--- config.mk ---
export PLATFORM = sky130hd
export DESIGN_NAME = myver_sweep_ctrl
export DESIGN_NICKNAME = d
export VERILOG_FILES = /design/src/rtl/myver_sweep_ctrl_pkg.sv /design/src/rtl/myver_sweep_ctrl_vec_rom.sv /design/src/rtl/myver_sweep_ctrl.sv
export SDC_FILE = /design/constraint.sdc
export NUM_CORES = 1
export LEC_CHECK = 0
export ABC_CLOCK_PERIOD_IN_PS = 6000
export CAP_MARGIN = 20
export CORE_ASPECT_RATIO = 0.5
export CORE_MARGIN = 1.5
export CORE_UTILIZATION = 40
export CTS_CLUSTER_SIZE = 20
export DETAILED_ROUTE_END_ITERATION = 10
export MAX_ROUTING_LAYER = met4
export PLACE_DENSITY = 0.68
export RECOVER_POWER = 50
export SETUP_SLACK_MARGIN = 0.1
export SLEW_MARGIN = 20
export SYNTH_ARGS = -nofsm -noshare
export SYNTH_HDL_FRONTEND = slang
export SYNTH_HIERARCHICAL = 1
export SYNTH_SLANG_ARGS = --single-unit
--- constraint.sdc ---
create_clock -name clk -period 6 [get_ports clk]
set_clock_uncertainty 0.2 [all_clocks]
set_input_delay 1.8 -clock clk [delete_from_list [all_inputs] [get_ports clk]]
set_output_delay 1.8 -clock clk [all_outputs]
set_load 0.05 [all_outputs]
--- src/rtl/myver_sweep_ctrl_pkg.sv ---
// Shared types and constants for the MyVer truth-table sweep controller.
package myver_sweep_ctrl_pkg;

  typedef enum logic [1:0] {
    ST_IDLE  = 2'd0,
    ST_APPLY = 2'd1,
    ST_DONE  = 2'd2
  } state_e;

  localparam logic MODE_BIN = 1'b0;
  localparam logic MODE_WGT = 1'b1;

  // Weight order {A,B,C}: entry 0 is the least significant element.
  localparam logic [7:0][2:0] WGT_ORDER = {3'b111, 3'b011, 3'b101, 3'b110,
                                           3'b001, 3'b010, 3'b100, 3'b000};

endpackage

--- src/rtl/myver_sweep_ctrl_vec_rom.sv ---
// Maps a sweep step to the {A,B,C} vector for the selected order.
module myver_vec_rom
  import myver_sweep_ctrl_pkg::*;
(
  input  logic [2:0] step,
  input  logic       mode,
  output logic [2:0] vec
);

  always_comb begin
    vec = step;
    if (mode == MODE_WGT) vec = WGT_ORDER[step];
  end

endmodule

--- src/rtl/myver_sweep_ctrl.sv ---
// Sweeps all 8 input vectors of MyVer, builds its truth table and compares
// it against an expected table latched at start.
module myver_sweep_ctrl
  import myver_sweep_ctrl_pkg::*;
#(
  parameter int unsigned SETTLE = 4
) (
  input  logic       clk,
  input  logic       rst,
  input  logic       start,
  input  logic       abort,
  input  logic       mode,
  input  logic [7:0] exp_table,
  input  logic       f,
  output logic       A,
  output logic       B,
  output logic       C,
  output logic       busy,
  output logic       done,
  output logic [7:0] tt,
  output logic [3:0] ones,
  output logic       pass
);

  localparam logic [7:0] SETTLE_LAST = 8'(SETTLE - 1);

  state_e     state_q, state_d;
  logic [2:0] step_q,  step_d;
  logic [7:0] cnt_q,   cnt_d;
  logic [7:0] work_q,  work_d;
  logic       mode_q,  mode_d;
  logic [7:0] exp_q,   exp_d;
  logic [7:0] tt_q,    tt_d;
  logic [3:0] ones_q,  ones_d;
  logic       pass_q,  pass_d;
  logic [2:0] vec;

  myver_vec_rom u_rom (
    .step (step_q),
    .mode (mode_q),
    .vec  (vec)
  );

  always_comb begin
    state_d = state_q;
    step_d  = step_q;
    cnt_d   = cnt_q;
    work_d  = work_q;
    mode_d  = mode_q;
    exp_d   = exp_q;
    tt_d    = tt_q;
    ones_d  = ones_q;
    pass_d  = pass_q;

    case (state_q)
      ST_IDLE: begin
        if (start && !abort) begin
          state_d = ST_APPLY;
          mode_d  = mode;
          exp_d   = exp_table;
          step_d  = '0;
          cnt_d   = '0;
          work_d  = '0;
        end
      end
      ST_APPLY: begin
        if (abort) begin
          state_d = ST_IDLE;
        end else if (cnt_q == SETTLE_LAST) begin
          cnt_d       = '0;
          work_d[vec] = f;
          if (step_q == 3'd7) begin
            // Commit uses the table including this final sample.
            state_d = ST_DONE;
            tt_d    = work_d;
            pass_d  = (work_d == exp_q);
            ones_d  = '0;
            for (int unsigned i = 0; i < 8; i++) ones_d = ones_d + 4'(work_d[i]);
          end else begin
            step_d = step_q + 3'd1;
          end
        end else begin
          cnt_d = cnt_q + 8'd1;
        end
      end
      ST_DONE: state_d = ST_IDLE;
      default: state_d = ST_IDLE;
    endcase
  end

  always_ff @(posedge clk) begin
    if (rst) begin
      state_q <= ST_IDLE;
      step_q  <= '0;
      cnt_q   <= '0;
      work_q  <= '0;
      mode_q  <= MODE_BIN;
      exp_q   <= '0;
      tt_q    <= '0;
      ones_q  <= '0;
      pass_q  <= 1'b0;
    end else begin
      state_q <= state_d;
      step_q  <= step_d;
      cnt_q   <= cnt_d;
      work_q  <= work_d;
      mode_q  <= mode_d;
      exp_q   <= exp_d;
      tt_q    <= tt_d;
      ones_q  <= ones_d;
      pass_q  <= pass_d;
    end
  end

  assign {A, B, C} = (state_q == ST_APPLY) ? vec : 3'b000;
  assign busy = (state_q == ST_APPLY);
  assign done = (state_q == ST_DONE);
  assign tt   = tt_q;
  assign ones = ones_q;
  assign pass = pass_q;

endmodule

== Word-level counts from Yosys, hierarchy flattened ==
Memories as Yosys holds them, arrays and structs flattened. A register that Yosys moved wholly into a read port is not among the register bits.
Cells that the tools add are included.

* Memories kept: 1
* Memory bits (read-only): 24
* Bits in registers: 43
* Output and inout bits: 18
* Logic and storage cells: 70

{| class="wikitable"
|+ Memories
! memory !! words !! width !! read ports !! clocked after memory_dff !! write ports !! line !! source
|-
| (no name shown) || 8 || 3 || 1 || 1 || 0 || myver_sweep_ctrl_vec_rom.sv:12 || <nowiki>if (mode == MODE_WGT) vec = WGT_ORDER[step];</nowiki>
|}

* Reductions and logical operators: 11
* Bitwise logic cells: 1
* Eq/ne operators: 11
* Muxes and demuxes: 25
* Magnitude comparators: 3
* Add/subtract/negate cells: 9

{| class="wikitable"
|+ Operator list
! kind !! count
|-
| $mux 8 || 5
|-
| $pmux 8 s2 || 2
|-
| $mux 3 || 9
|-
| $add 4x1->4 || 4
|-
| $add 8x1->8 const B || 1
|-
| $bwmux 8 || 1
|-
| $eq 8x2->1 const B || 1
|-
| $eq 8x8->1 || 1
|-
| $lt 3x4->1 const B || 2
|-
| $mux 2 || 4
|-
| $reduce_and 4->1 || 2
|-
| $ne 2x2->1 const B || 3
|-
| $ne 3x2->1 const B || 2
|-
| $pmux 3 s2 || 1
|-
| $reduce_and 3->1 || 2
|-
| $reduce_and 5->1 || 1
|-
| $add 3x1->4 || 1
|-
| $pmux 2 s2 || 1
|-
| $add 2x1->3 || 1
|-
| $add 3x1->3 const B || 1
|-
| $demux 1 s3 || 1
|-
| $eq 3x3->1 const B || 1
|-
| $ge 3x1->1 const B || 1
|-
| $add 1x1->2 || 1
|-
| 10 further kinds || 11
|}

== Depth between registers and ports, before layout ==
Gate-level depths: netlist (run 1).

* Depth after elaboration: 15
* Depth in mapped cells: 17
* Mapped depth without buffers: 16

== Hierarchy ==
Netlist (run 1), hierarchy kept.

{| class="wikitable"
|+ By module, submodules not included
! module !! instances !! area an instance (µm²) !! sequential area each (µm²) !! cells each
|-
| myver_sweep_ctrl || 1 || 2214.6 || 860.8 || 257
|-
| myver_vec_rom || 1 || 57.6 || 0.0 || 8
|}

== Worst setup path after synthesis (run 1) ==
No wires, ideal clock.

* Path type: input to register
* Start point: input port f
* End point: register ones_q[2], in the netlist ones[2]
* Arrival time: 4761 ps
* Setup time: 69 ps
* Required time: 5731 ps
* Stages on the path: 13
* Slack: 970 ps
* Cell sequence: buf_4 > mux2_2 > fa_1 > inv_1 > fa_1 > fa_1 > inv_1 > ha_1 > inv_1 > fa_1 > xnor2_1 > nand2_2 > a21oi_2

* Word-level cells in the longest chain between the ends: 8

{| class="wikitable"
|+ RTL lines
! element !! line !! source
|-
| from (decl) || myver_sweep_ctrl.sv:14 || <nowiki>input logic f,</nowiki>
|-
| $bwmux 8 * || myver_sweep_ctrl.sv:71 || <nowiki>work_d[vec] = f;</nowiki>
|-
| $add 1x1->2 || myver_sweep_ctrl.sv:78 || <nowiki>for (int unsigned i = 0; i < 8; i++) ones_d = ones_d + 4'(work_d[i]);</nowiki>
|-
| $add 2x1->3 || myver_sweep_ctrl.sv:78 ||
|-
| $add 3x1->4 || myver_sweep_ctrl.sv:78 ||
|-
| $add 4x1->4 (3 in a row) || myver_sweep_ctrl.sv:78 ||
|-
| $add 4x1->4 * || myver_sweep_ctrl.sv:78 ||
|-
| to (signal assigned) || myver_sweep_ctrl.sv:110 || <nowiki>ones_q <= ones_d;</nowiki>
|-
| to (decl) || myver_sweep_ctrl.sv:34 || <nowiki>logic [3:0] ones_q, ones_d;</nowiki>
|}

Every way passes the cells marked *; elsewhere a longest branch is shown, timed or not.
A chain may end at the register's enable or synchronous reset.

== Final worst setup path (run 1) ==
Ends and elaborated chain as after synthesis.

==> parameters.txt, run 1 <==
Parameter                              Value

Outcome
  Outcome ... complete, but fails checks
  Failing checks ... max-capacitance violations, max-slew violations

Timing
  Hold violation count in the final report ... 0
  Period utilisation layout ... 0.884
  Upper clock frequency limit ... 189 MHz
  Final setup violating endpoints ... 0
  RSZ-0062 raised after global routing ... no
  Setup total negative slack ... 0 ns
  Final worst path period need ... 5.30 ns
  Worst slew margin relative to its limit ... -0.425
  Actual slew at the worst max-slew pin ... 2.13 ns
  Number of pins with negative max-slew slack in the final report ... 20
  Hold Worst Slack ... 0.252 ns

Global route
  Total Routing Usage GR ... 0.184
  Number of antenna violations at the first check in global routing ... 0
  Remaining Overflow, GRT ... 0
  Maximum number of pins on one net before global-route repair ... 26
  Number of global-route vias before repair ... 1,825
  First-pass GRT wire length ... 8560 um

Layout
  Antenna diode instance count ... 0
  Area of combinational cells with multiple inputs ... 1290 um2
  Final Net Count ... 316
  Total area of sequential cells ... 861 um2
  Final-layout fill cell count ... 540
  Area added between synthesis and finish ... 20.7%
  Fraction of layout cells with a size suffix above 1 ... 0.102

Synth
  Main combinational cell family by area after synthesis ... simple AND/OR/NAND/NOR gates
  Async set-or-reset flop fraction in the synthesized netlist ... 0
  Sequential element share of the synthesized area ... 0.379
  Multiplexer share of the synthesized area ... 0.0402
  Compound-gate portion of the synthesized area ... 0.149
  Post-Synth XOR/XNOR Area ... 0.0501
  Count of cell types in the netlist ... 47
  Simple-gate portion of the synthesized area ... 0.267
  Synth Warn # ... 6
  Mean Syn Cell Area ... 8.57 um2
  Largest area contributor in the synthesized netlist ... sky130_fd_sc_hd__dfxtp_1
  Number of enable-type register cells in the synthesized netlist ... 0
  Top cells by area, synth ... sky130_fd_sc_hd__dfxtp_1, sky130_fd_sc_hd__nand2_1, sky130_fd_sc_hd__a21oi_1
  Gate count after technology mapping ... 265
  Leading register cell type out of synthesis ... sky130_fd_sc_hd__dfxtp_1
  Share of the synthesized area in the top cell type ... 0.379
  Net count after synthesis ... 289
  Flops & latches, synth ... 43
  Post-Synthesis Cell Area ... 2270 um2
  Adder and majority gate portion of the synthesized area ... 0.0683

Flow run
  Max-cap check violation count ... 1

Placement
  Hpwl dp ... 3580 um
  Number of port buffers ... 31
  Placer congestion estimate ... 0.834

Clock network
  Worst skew pair latency ... 0.28 ns
  Hold buffers post-CTS ... 0
  H-tree level count ... 2
  Sinks on the clock net ... 43
  Post CTS Setup Buffer Count ... 0
  Inserted Clock Buffers ... 5
  Post-CTS clock slew at the launch and capture registers of the worst setup and hold paths ... 0.06 ns
  TritonCTS clock tree ... done
  Clock Root Buffer ... sky130_fd_sc_hd__clkbuf_16
  Number of gates resized after CTS ... 0
  Maximum buffer depth of the clock tree ... 2

Pwr
  Sw frac ... 0.229
  Combinational share of power ... 0.067
  Portion of total power attributed to sequential cells ... 0.492
  Worst IR drop on VDD ... 0.000100 V
  Clk pwr share ... 0.441
  Net switching component of the power ... 137 uW
  Total power density per cell area ... 217 nW/um2
  P_int ... 459 uW
  Leakage Power ... 1.00 nW

Die
  Die Outline Area ... 6170 um2
  Die height ... 56.3 um
  Num rows ... 19
  DIE WIDTH ... 110 um
  Number of I/O pins ... 32
  Core ar. ... 5470 um2
  Effective utilization at floorplan ... 0.416

Critical path
  CP startpoint kind ... primary input
  Critical Setup Path Class ... in -> reg
  Cell depth of the worst flop-to-flop path ... 15
  Critical path data arrival time ... 5.33 ns
  Largest incremental delay on the critical path ... 0.54 ns
  CP cell instances ... clkdlybuf4s50_1 -> mux2_2 -> fa_1 -> inv_1 -> fa_1 -> fa_1 -> inv_1 -> ha_1 -> inv_1 -> fa_1 -> xnor2_1 -> nand2_2 -> a21oi_2
  Number of buffer and inverter stages on the critical path ... 4
  Endpoint kind of the worst setup timing path ... flip-flop
  Biggest fanout along the worst timing path ... 4
  Stages on the worst setup path ... 13
  Most common cell on crit path ... sky130_fd_sc_hd__fa_1
  Slowest CP cell ... sky130_fd_sc_hd__fa_1
  Kind of cell adding the most delay to the critical path ... adder cells
  WP data required ... 6.02 ns

Worst hold path
  Hold Crit Depth ... 2
  Worst hold path type ... reg -> reg

Drt
  Detailed Routing Iterations Pass 1 ... 4
  Average via count per standard cell ... 5.22
  Routed wire per std cell ... 13.7 um
  Detailed Route Iter0 Violations ... 78
  Overall via count from detail_route ... 1,910
  Drc violations ... 0
  Detail Route Antenna Nets ... 0
  Total Routed Length ... 5000 um
-- power by group through the flow --
stage               clock [mW]  sequential [mW]  combinational, mW
global placement             0            0.299             0.0402
finish                   0.263            0.293             0.0399
global route             0.280            0.293             0.0442
floorplan                    0            0.298             0.0248
detailed placement           0            0.299             0.0407
CTS                      0.269            0.293             0.0408
-- flip-flops by register name, indices dropped and copies added (netlist names) --
signal / count
cnt_q: 8
exp_q: 8
tt: 8
work_q: 8
ones: 4
step_q: 3
state_q: 2
mode_q: 1
pass: 1
-- logic make-up (layout without fill, tap and decap cells) --
group	count (synthesis)	count (layout)
mux	8	8
fa+ha+maj	10	10
xor+xnor	13	13
simple gates	116	116
buf+inv	22	50
flops	43	43
compound gates	53	53
-- per-layer routing --
layer  part of all wire  up-vias  global-route usage
met5                  0        -                   -
met4              0.018        0              0.0631
met3              0.037        8              0.0511
met2               0.47       31               0.272
met1               0.48      913               0.243
li1                   -      958                   -
-- cells in the mapped netlist (2+ instances only) --
cell type                   number
sky130_fd_sc_hd__a21oi_1        27
sky130_fd_sc_hd__nand3b_1        4
sky130_fd_sc_hd__o21ai_0         5
sky130_fd_sc_hd__inv_1           8
sky130_fd_sc_hd__nor3_1          6
sky130_fd_sc_hd__mux2_2          3
sky130_fd_sc_hd__mux2i_1         3
sky130_fd_sc_hd__nor2b_1         2
sky130_fd_sc_hd__nor3b_1         2
sky130_fd_sc_hd__nor3b_2         2
sky130_fd_sc_hd__buf_2           4
sky130_fd_sc_hd__nand2b_1        6
sky130_fd_sc_hd__a21o_1          2
sky130_fd_sc_hd__or3_1           4
sky130_fd_sc_hd__nand2_1        44
sky130_fd_sc_hd__nand4_1         3
sky130_fd_sc_hd__ha_1            6
sky130_fd_sc_hd__nand3_1         8
sky130_fd_sc_hd__xor2_1          5
sky130_fd_sc_hd__and2_1          3
sky130_fd_sc_hd__a21oi_2         5
sky130_fd_sc_hd__nand2_2         2
sky130_fd_sc_hd__clkbuf_1        6
sky130_fd_sc_hd__dfxtp_1        43
sky130_fd_sc_hd__nor2_1         21
sky130_fd_sc_hd__fa_1            4
sky130_fd_sc_hd__xnor2_1         8
sky130_fd_sc_hd__nand4b_1        2
sky130_fd_sc_hd__o2bb2ai_1       2
sky130_fd_sc_hd__a211oi_1        6
sky130_fd_sc_hd__buf_6           2
sky130_fd_sc_hd__mux2i_2         2
-- area by class of cell --
class,instances,share of cell area
Inverter,9,0.0123
Clock inverter,2,0.00456
Multi-Input combinational cell,200,0.470
Sequential cell,43,0.314
Timing Repair Buffer,33,0.119
Tap cell,73,0.0333
Clock buffer,6,0.0470
-- final timing paths --
check	start	to	slack, ns
worst min-delay path	work_q[2]$_SDFFE_PP0P_	work_q[2]$_SDFFE_PP0P_	0.25
worst max register to register	step_q[0]$_SDFFE_PP0P_	ones[2]$_SDFFE_PP0P_	1.31
worst max-delay path	f	ones[2]$_SDFFE_PP0P_	0.70
worst min register to register	work_q[2]$_SDFFE_PP0P_	work_q[2]$_SDFFE_PP0P_	0.25
-- metrics by stage --
stage                     worst slack (ns)  power, mW  instance area [um2]  instances   util
after floorplan                      0.970      0.323                 2270        265      -
after global placement               0.485      0.339                 2620        358  0.478
after detailed placement             0.440      0.340                 2620        358  0.479
after CTS                            0.723      0.602                 2760        366  0.505
after global routing                 0.418      0.617                 2740        366  0.502
final                                0.696      0.596                 2740        366  0.502
-- cell usage in the layout, fill, tap and decap left out, drive strengths merged, types with 7 or more instances in the layout --
master,netlist,layout
nand2,46,46
dfxtp,43,43
a21oi,32,32
nor2,21,21
dlygate4sd3,0,16
clkdlybuf4s50,0,15
inv,9,9
nand3,9,9
xnor2,8,8
a211oi,7,7
nand2b,7,7
-- worst reg2reg max path, stage by stage, from the launching register on --
cell and delay (ns):
sky130_fd_sc_hd__dfxtp_1 0.46, sky130_fd_sc_hd__a21oi_1 0.12, sky130_fd_sc_hd__o2bb2ai_1 0.56, sky130_fd_sc_hd__nand3b_1 0.20, sky130_fd_sc_hd__mux2_2 0.41, sky130_fd_sc_hd__fa_1 0.54, sky130_fd_sc_hd__inv_1 0.05, sky130_fd_sc_hd__fa_1 0.50
sky130_fd_sc_hd__fa_1 0.49, sky130_fd_sc_hd__inv_1 0.08, sky130_fd_sc_hd__ha_1 0.17, sky130_fd_sc_hd__inv_1 0.05, sky130_fd_sc_hd__fa_1 0.37, sky130_fd_sc_hd__xnor2_1 0.18, sky130_fd_sc_hd__nand2_2 0.08, sky130_fd_sc_hd__a21oi_2 0.20
Power figures use the tool's default switching activity.
==> inputs of run 2 (changes only) <==
--- a/config.mk
+++ b/config.mk
@@ -9,15 +9,14 @@
 export CAP_MARGIN = 20
 export CORE_ASPECT_RATIO = 0.5
 export CORE_MARGIN = 1.5
-export CORE_UTILIZATION = 40
+export CORE_UTILIZATION = 55
 export CTS_CLUSTER_SIZE = 20
 export DETAILED_ROUTE_END_ITERATION = 10
 export MAX_ROUTING_LAYER = met4
-export PLACE_DENSITY = 0.68
+export PLACE_DENSITY = 0.85
 export RECOVER_POWER = 50
 export SETUP_SLACK_MARGIN = 0.1
 export SLEW_MARGIN = 20
 export SYNTH_ARGS = -nofsm -noshare
 export SYNTH_HDL_FRONTEND = slang
-export SYNTH_HIERARCHICAL = 1
 export SYNTH_SLANG_ARGS = --single-unit
==> run 2 against run 1 <==
Net effect: the flow now finishes without violations; register-to-register slack is essentially flat; largest cell class unchanged; via count grew 27%; setup slack gained 0.035 ns; clock-buffer cell count is the same; core utilization grew 18 points; die area shrank 16%; highest routed layer unchanged; flip-flop and latch count grew 3.
==> parameters.txt, run 2 <==
Parameter                              Value

Outcome
  Outcome ... finished clean

Timing
  Worst slew margin relative to its limit ... 0.409 (+0.834)
  Setup total negative slack ... 0 ns (unchanged)
  Actual slew at the worst max-slew pin ... 0.884 ns (-1.25 ns)
  Upper clock frequency limit ... 190 MHz (+0.66%)
  Final worst-path setup slack ... 0.731 ns (+0.0348 ns)
  Hold Worst Slack ... 0.257 ns (+0.00507 ns)
  Final worst path period need ... 5.27 ns (-0.0348 ns)
  Number of pins with negative max-slew slack in the final report ... 0 (-100%)
  Hold violation count in the final report ... 0 (unchanged)
  Final setup violating endpoints ... 0 (unchanged)
  RSZ-0062 raised after global routing ... no
  Period utilisation layout ... 0.878 (-0.00580)

Drt
  Detailed Route Iter0 Violations ... 205 (+160%)
  Detail Route Antenna Nets ... 0 (unchanged)
  Drc violations ... 0 (unchanged)
  Average via count per standard cell ... 6.05 (+16%)
  Routed wire per std cell ... 15.9 um (+17%)
  Overall via count from detail_route ... 2,426 (+27%)
  Detailed Routing Iterations Pass 1 ... 4 (unchanged)
  Total Routed Length ... 6380 um (+28%)

Clock network
  H-tree level count ... 2 (unchanged)
  Maximum buffer depth of the clock tree ... 2 (unchanged)
  Worst skew pair latency ... 0.31 ns (+0.03 ns)
  Sinks on the clock net ... 46 (+7.0%)
  TritonCTS clock tree ... done
  Number of gates resized after CTS ... 0 (unchanged)
  Post CTS Setup Buffer Count ... 0 (unchanged)
  Inserted Clock Buffers ... 5 (unchanged)
  Clock Root Buffer ... sky130_fd_sc_hd__clkbuf_8
  Hold buffers post-CTS ... 0 (unchanged)
  Post-CTS clock slew at the launch and capture registers of the worst setup and hold paths ... 0.09 ns (+0.03 ns)

Synth
  Largest area contributor in the synthesized netlist ... sky130_fd_sc_hd__dfxtp_1
  Sequential element share of the synthesized area ... 0.356 (-0.0231)
  Leading register cell type out of synthesis ... sky130_fd_sc_hd__dfxtp_1
  Net count after synthesis ... 338 (+17%)
  Mean Syn Cell Area ... 8.24 um2 (-3.8%)
  Synth Warn # ... 0 (-6)
  Flops & latches, synth ... 46 (+7.0%)
  Async set-or-reset flop fraction in the synthesized netlist ... 0 (unchanged)
  Top cells by area, synth ... sky130_fd_sc_hd__dfxtp_1, sky130_fd_sc_hd__nor2_1, sky130_fd_sc_hd__nand2_1
  Number of enable-type register cells in the synthesized netlist ... 0 (unchanged)
  Post-Synthesis Cell Area ... 2590 um2 (+14%)
  Count of cell types in the netlist ... 56 (+19%)
  Gate count after technology mapping ... 314 (+18%)
  Count leader, synth ... sky130_fd_sc_hd__dfxtp_1
  Share of the synthesized area in the top cell type ... 0.356 (-0.0231)
  Synth cell count leaders ... sky130_fd_sc_hd__dfxtp_1, sky130_fd_sc_hd__nor2_1, sky130_fd_sc_hd__nand2_1

Flow run
  Max-cap check violation count ... 0 (-1)

Critical path
  Largest incremental delay on the critical path ... 0.54 ns (about the same)
  Critical path data arrival time ... 5.31 ns (-0.02 ns)
  Endpoint kind of the worst setup timing path ... flip-flop
  Most common cell on crit path ... sky130_fd_sc_hd__fa_1
  Slowest CP cell ... sky130_fd_sc_hd__fa_1
  CP startpoint kind ... primary input
  CP cell instances ... clkdlybuf4s50_1 -> mux2_2 -> fa_1 -> inv_1 -> fa_1 -> fa_1 -> inv_1 -> ha_1 -> inv_1 -> fa_1 -> xnor2_1 -> nand2_1 -> a21oi_1
  Critical Setup Path Class ... in -> reg
  WP data required ... 6.04 ns (+0.02 ns)
  Biggest fanout along the worst timing path ... 6 (+2)

Pwr
  Portion of total power attributed to sequential cells ... 0.526 (+0.034)
  Net switching component of the power ... 145 uW (+6.0%)
  Total power density per cell area ... 196 nW/um2 (-9.9%)
  Clk pwr share ... 0.393 (-0.048)
  Combinational share of power ... 0.081 (+0.014)
  Worst IR drop on VDD ... 0.000139 V (+39%)
  Sw frac ... 0.242 (+0.0127)
  Leakage Power ... 1.16 nW (+15%)
  Total power after layout ... 599 uW (+0.46%)
  P_int ... 454 uW (-1.2%)

Layout
  End-of-flow core utilization ... 0.684 (+0.183)
  Fraction of layout cells with a size suffix above 1 ... 0.0640 (-0.0384)
  Fin cells ... 401 (+9.6%)
  Final design instance area without fill ... 3060 um2 (+11%)
  Antenna diode instance count ... 0 (unchanged)
  Most used cells in the layout excluding fill and tap cells ... sky130_fd_sc_hd__dfxtp_1, sky130_fd_sc_hd__nor2_1, sky130_fd_sc_hd__nand2_1
  Final-layout fill cell count ... 352 (-35%)
  Final Net Count ... 367 (+16%)
  Most common library cell in the layout ignoring fill and taps ... sky130_fd_sc_hd__dfxtp_1
  Area added between synthesis and finish ... 18.1%

Die
  Num rows ... 17 (-2)
  Core ar. ... 4470 um2 (-18%)
  Die Outline Area ... 5150 um2 (-16%)
  Die height ... 51.5 um (-8.5%)
  Number of I/O pins ... 32 (unchanged)
  DIE WIDTH ... 100 um (-8.7%)
  Effective utilization at floorplan ... 0.580 (+0.164)

Placement
  Worst setup slack after placement ... 0.365 ns (-0.0759 ns)
  Placer congestion estimate ... 0.984 (+18%)
  Hpwl dp ... 4660 um (+30%)
  Placed Instance Area ... 2940 um2 (+12%)
  Placed cells ... 392 (+9.5%)
  Number of port buffers ... 31 (unchanged)

Global route
  Number of global-route vias before repair ... 2,216 (+21%)
  First-pass GRT wire length ... 10,600 um (+24%)
  Total Routing Usage GR ... 0.279 (+0.0942)
  Remaining Overflow, GRT ... 0 (unchanged)
  Maximum number of pins on one net before global-route repair ... 23 (-12%)
  Number of antenna violations at the first check in global routing ... 0 (unchanged)

Worst hold path
  Worst hold path type ... reg -> reg
-- run 2: power by group through the flow --
stage / sequential [mW] / clock [mW] / combinational (mW)
2_1_floorplan: 0.319 / 0 / 0.0314
3_3_place_gp: 0.321 / 0 / 0.0468
3_5_place_dp: 0.322 / 0 / 0.0483
4_1_cts: 0.314 / 0.240 / 0.0487
5_1_grt: 0.315 / 0.252 / 0.0538
6_report: 0.315 / 0.235 / 0.0488
-- run 2: logic make-up (layout without fill, tap and decap cells) --
logic type      after synthesis  after routing  share of synthesized area
mux                          14             14                     0.0556
fa+ha+maj                    12             12                     0.0677
simple gates                133            133                      0.257
xor+xnor                     10             10                     0.0338
flops                        46             46                      0.356
buf+inv                      29             59                     0.0454
compound gates               70             70                      0.185
-- run 2: path summary, 6_finish.rpt --
check | from | to | slack (ns) | cells past startpoint
worst max register to register | mode_q$_SDFFE_PP0P_ | ones[2]$_SDFFE_PP0P_ | 1.30 | 14
worst min register to register | ones[2]$_SDFFE_PP0P_ | ones[2]$_SDFFE_PP0P_ | 0.26 | 2
worst min-delay path | ones[2]$_SDFFE_PP0P_ | ones[2]$_SDFFE_PP0P_ | 0.26 | 2
worst max-delay path | f | ones[2]$_SDFFE_PP0P_ | 0.73 | 13
-- run 2: final cells by class --
type	count	area, um2	area share
multi-input cells	239	1550	0.508
well taps	57	71.3	0.0233
flip-flops and latches	46	921	0.301
inverters	15	56.3	0.0184
repair buffers	36	344	0.113
clock buffers	6	72.6	0.0237
clock inverters	2	37.5	0.0123
-- run 2: worst max-delay path: cells and delay by family --
| family | cells | cell delay [ns] |
|---|---|---|
| buffers and inverters | 4 | 0.71 |
| AND/OR/NAND/NOR | 1 | 0.07 |
| adder cells (fa/ha/maj) | 5 | 2.08 |
| XOR/XNOR | 1 | 0.16 |
| AO/OA/AOI/OAI | 1 | 0.13 |
| multiplexers | 1 | 0.35 |
-- run 2: metal layers --
layer / track usage / part of all wire / up-vias
li1: - / - / 1173
met1: 0.382 / 0.48 / 1152
met4: 0.115 / 0.016 / 0
met5: - / 0 / -
met2: 0.402 / 0.44 / 89
met3: 0.0618 / 0.059 / 12
